<file path="src/rtl/iddr_chk_pkg.sv">
// rtl/iddr_chk_pkg.sv - shared state type and parameter defaults for the IDDR pair checker
package iddr_chk_pkg;

  typedef enum logic [1:0] {
    LEARN  = 2'd0,
    CHECK  = 2'd1,
    LOCKED = 2'd2
  } chk_state_t;

  localparam int DEF_WORD_W     = 8;
  localparam int DEF_LOCK_COUNT = 16;
  localparam int DEF_MAX_MISS   = 4;
  localparam int DEF_ERR_CNT_W  = 16;

endpackage

</file>
<file path="src/rtl/iddr_pair_deser.sv">
// rtl/iddr_pair_deser.sv - registers IDDR Q1/Q2 pairs and assembles them into words, MSB first
// Pair order is {q2,q1} when IDDR_PAIR_CHECKER_SWAP_EN is defined, {q1,q2} otherwise.
module iddr_pair_deser
  import iddr_chk_pkg::*;
#(
  parameter int WORD_W = DEF_WORD_W
) (
  input  logic              clk,
  input  logic              rst_n,
  input  logic              q1,
  input  logic              q2,
  output logic [WORD_W-1:0] word_out,
  output logic              word_valid
);

  localparam int PAIRS = WORD_W / 2;
  localparam int PC_W  = (PAIRS > 1) ? $clog2(PAIRS) : 1;

  logic              q1_q, q2_q, in_vld_q;
  logic [1:0]        pair;
  logic [WORD_W-1:0] sr_q, sr_d;
  logic [PC_W-1:0]   pair_cnt_q, pair_cnt_d;
  logic [WORD_W-1:0] word_q;
  logic              word_valid_q;
  logic              wrap;

`ifdef IDDR_PAIR_CHECKER_SWAP_EN
  assign pair = {q2_q, q1_q};
`else
  assign pair = {q1_q, q2_q};
`endif

  // in_vld_q keeps the reset value of the input stage out of the first word.
  always_comb begin
    sr_d       = {sr_q[WORD_W-3:0], pair};
    wrap       = in_vld_q && (pair_cnt_q == PC_W'(PAIRS - 1));
    pair_cnt_d = pair_cnt_q;
    if (in_vld_q) begin
      pair_cnt_d = wrap ? '0 : pair_cnt_q + 1'b1;
    end
  end

  always_ff @(posedge clk or negedge rst_n) begin
    if (!rst_n) begin
      q1_q         <= 1'b0;
      q2_q         <= 1'b0;
      in_vld_q     <= 1'b0;
      sr_q         <= '0;
      pair_cnt_q   <= '0;
      word_q       <= '0;
      word_valid_q <= 1'b0;
    end else begin
      q1_q         <= q1;
      q2_q         <= q2;
      in_vld_q     <= 1'b1;
      sr_q         <= sr_d;
      pair_cnt_q   <= pair_cnt_d;
      word_valid_q <= wrap;
      if (wrap) begin
        word_q <= sr_d;
      end
    end
  end

  assign word_out   = word_q;
  assign word_valid = word_valid_q;

endmodule

</file>
<file path="config.mk">
export PLATFORM = sky130hd
export DESIGN_NAME = iddr_pair_deser
export DESIGN_NICKNAME = d
export VERILOG_FILES = /design/src/rtl/iddr_chk_pkg.sv /design/src/rtl/iddr_pair_deser.sv
export SDC_FILE = /design/constraint.sdc
export NUM_CORES = 1
export LEC_CHECK = 0
export BUFFER_PORTS_ARGS = -buffer_cell sky130_fd_sc_hd__clkbuf_2
export CAP_MARGIN = 20
export CORE_MARGIN = 3
export CORE_UTILIZATION = 30
export DETAILED_ROUTE_END_ITERATION = 7
export HOLD_SLACK_MARGIN = 0.12
export SETUP_SLACK_MARGIN = 0.3
export SLEW_MARGIN = 20
export SYNTH_ARGS = -nofsm -noshare
export SYNTH_HDL_FRONTEND = slang
export SYNTH_SLANG_ARGS = --single-unit
</file>
<file path="constraint.sdc">
create_clock -name clk -period 1.27 [get_ports clk]
set_clock_uncertainty 0.05 [all_clocks]
set_input_delay 0.127 -clock clk [delete_from_list [all_inputs] [get_ports clk]]
set_output_delay 0.127 -clock clk [all_outputs]
set_load 0.005 [all_outputs]
</file>
==> metrics.md <==
| Metric | Value |
|---|---|
| Post-Synth Adder-Cell Area | 1.93% |
| Initial Utilization | 32.4% |
| Cell taking the most area after synthesis | dfrtp_1 |
| CTS tree | done |
| Startpoint Class | flop |
| Dpl ws | 0.0236 ns |
| DR WL/cell | 11.8 um |
| Area grow syn2layout | 46.1% |
| Number of remaining DRC errors | 0 |
| Drt first pass iters | 1 |
| Xor-xnor portion of the synthesized cell area | 0% |
| Overall routing resource usage | 9.36% |
| Largest net degree at the start of global routing | 21 |
| Mapped Nets | 40 |
| Post-synth EDFFs | 0 |
| Die W | 52.5 um |
| Outcome | finished clean |
| Final Hold Vio Count | 0 |
| Via/cell ratio | 4.03 |
| CTS clock-pin slew for the worst setup and hold paths | around 0.10 ns |
| Layout cell share with drive strength beyond 1 | 62.5% |
| Die height | between 50 and 60 um |
| Top-count cell post-synth | dfrtp_1 |
| Worst vdd ir | 1.02 mV |
| Fmax | 0.837 GHz |
| Synthesized cell area | 648 um2 |
| Clk buf depth | 2 |
| Synth area leaders | dfrtp_1 (77%), mux2_2 (17%), ha_1 (1.9%), nand2_4 (1.7%), conb_1 (0.58%) |
| Final Worst Setup Slack | 0.0746 ns |
| Ports | 13 |
| Main synth FF type | dfrtp_1 |
| Avg Synthesized Cell Area | 18.5 um2 |
| Syn. warnings | 0 |
| RePlAce Congestion | 0.625 |
| Port-buffer cells | 12 |
| Hold Crit Class | input pin to asynchronous set/reset pin |
| H-tree depth | 1 |
| Multiplexer share of the synthesized area | 17.4% |
| Clk_lat worst skew | 0.28 ns |
| Distinct cells, synth | 7 |
| RSZ-0062 raised after global routing | yes |
| Worst EP arrival | about 1.3 ns |
| CTS Buf Count | 3 |
| Worst Setup Path Type | flop to flop |
| Pwr dens | approximately 2200 mW/mm2 |
| First-pass GRT wire length | 1840 um |
| Setup TNS | 0 ns |
| # rows | 16 |
| Initial antenna violation count | 0 |
| 1st-iter DRT viols | 0 |
| Main combinational cell family by area after synthesis | multiplexers |
| Post-synth top cells | dfrtp_1 (20), mux2_2 (10) |
| Pins over their slew limit | 0 |
| Simple-gate portion of the synthesized area | 2.32% |
| Asr flop ratio synth | 100% |
| Overflow after GRT | 0 |
| Syn Inst Count | 35 |
| Required time worst endpoint | between 1 and 1.5 ns |
| Peak fanout along the critical path | 4 |
| Vias | 367 |
| Yosys reg bits | 20 |
| N_diodes | 0 |
| Compound-gate portion of the synthesized area | 0% |
| Routed Wire Length | around 1100 um |
| Crit path time final | about 1.2 ns |
| Nets | 71 |
| Clock root buffer | clkbuf_4 |
| Max Cap Viol | 0 |
| Seq/Total Area, Yosys | 77.2% |
| Worst R2R Setup Slack | 0.07 ns |
| Top cell type's share of synthesized area | between 70 and 80% |
| TritonCTS Sinks | 20 |
| Setup violations, final | 0 |
| Die area | about 0.0028 mm2 |
| Endpoint class of the critical path | flop |
| LEAKAGE | 0.000487 uW |
| Core Footprint | 0.00200 mm2 |
| DPL Wire Length | 616 um |
| Tcrit/Tclk final | 94.1% |
| Vias in the first global route | 397 |
| Antenna-violating nets left | 0 |
metal layers:
metal	part of all wire (%)	up-vias	global-route usage (%)
li1	-	174	-
met1	46	180	11.7
met2	47	13	14.0
met3	7.5	0	5.70
met4	0	0	1.28
met5	0	-	0
flip-flops by register name, summed over array words and instances, names as in the netlist:
name	flops
word_valid	1
word_out	8
in_vld_q	1
q1_q	1
sr_q	6
pair_cnt_q	2
q2_q	1
area by class of cell:
cell class | instances | area (um2)
fill | 189 | 1050
sequential | 20 | 502
multi-input combinational | 15 | 216
timing repair buffer | 25 | 169
tap | 27 | 33.8
clock buffer | 3 | 22.5
inverter | 1 | 3.75
critical path, stage by stage, from the launching register on:
cell	delay, ns
dfrtp_1	0.43
ha_4	0.21
nand2_4	0.10
mux2_4	0.30
report_power, final:
group	internal, uW	switching [uW]	total (uW)
Combinational	617	285	902
Clock	110	162	272
Sequential	823	113	937
timing repair:
| item | CTS | global route |
|---|---|---|
| setup buffers | 6 | 4 |
| hold buffers | 3 | 0 |
| pin swaps | 2 | 1 |
| resized for setup | 12 | 1 |
| setup endpoints to repair | 15 | 20 |
| gates cloned | 1 | 0 |
| endpoints found under the hold margin | 22 | 0 |
layout by cell type (no fill, tap or decap), types with 3 or more instances in the layout:
master	synthesis	final
clkbuf_2	0	12
dlygate4sd3_1	0	3
clkbuf_4	0	3
buf_4	0	9
dfrtp_1	20	19
mux2_4	0	10
stage by stage:
stage	area [um2]	power, uW	cells	utilization, %	hold slack (ns)
after floorplan	664	1230	35	-	-0.219
after global placement	758	1430	74	37.9	0.0524
after detailed placement	758	1450	74	37.9	0.0602
after CTS	913	2050	87	45.6	0.275
after global routing	947	2250	91	47.3	0.310
final	947	2110	91	47.3	0.267
final timing paths:
path                                      startpoint                 endpoint  cells after the start
setup reg to reg           pair_cnt_q[0]$_DFFE_PN0P_  word_out[7]$_DFFE_PN0P_                      3
min in group clk                   sr_q[0]$_DFF_PN0_        sr_q[2]$_DFF_PN0_                      0
max in group asynchronous                      rst_n       in_vld_q$_DFF_PN0_                      2
setup / recovery           pair_cnt_q[0]$_DFFE_PN0P_  word_out[7]$_DFFE_PN0P_                      3
hold reg to reg                    sr_q[0]$_DFF_PN0_        sr_q[2]$_DFF_PN0_                      0
hold / removal                                 rst_n     word_valid$_DFF_PN0_                      2
logic make-up after synthesis:
| logic type | count (synthesis) |
|---|---|
| adders and majority gates | 1 |
| buffers and inverters | 1 |
| DFF | 20 |
| muxes | 10 |
| other | 1 |
| and+or+nand+nor | 2 |
Power figures use the tool's default switching activity.
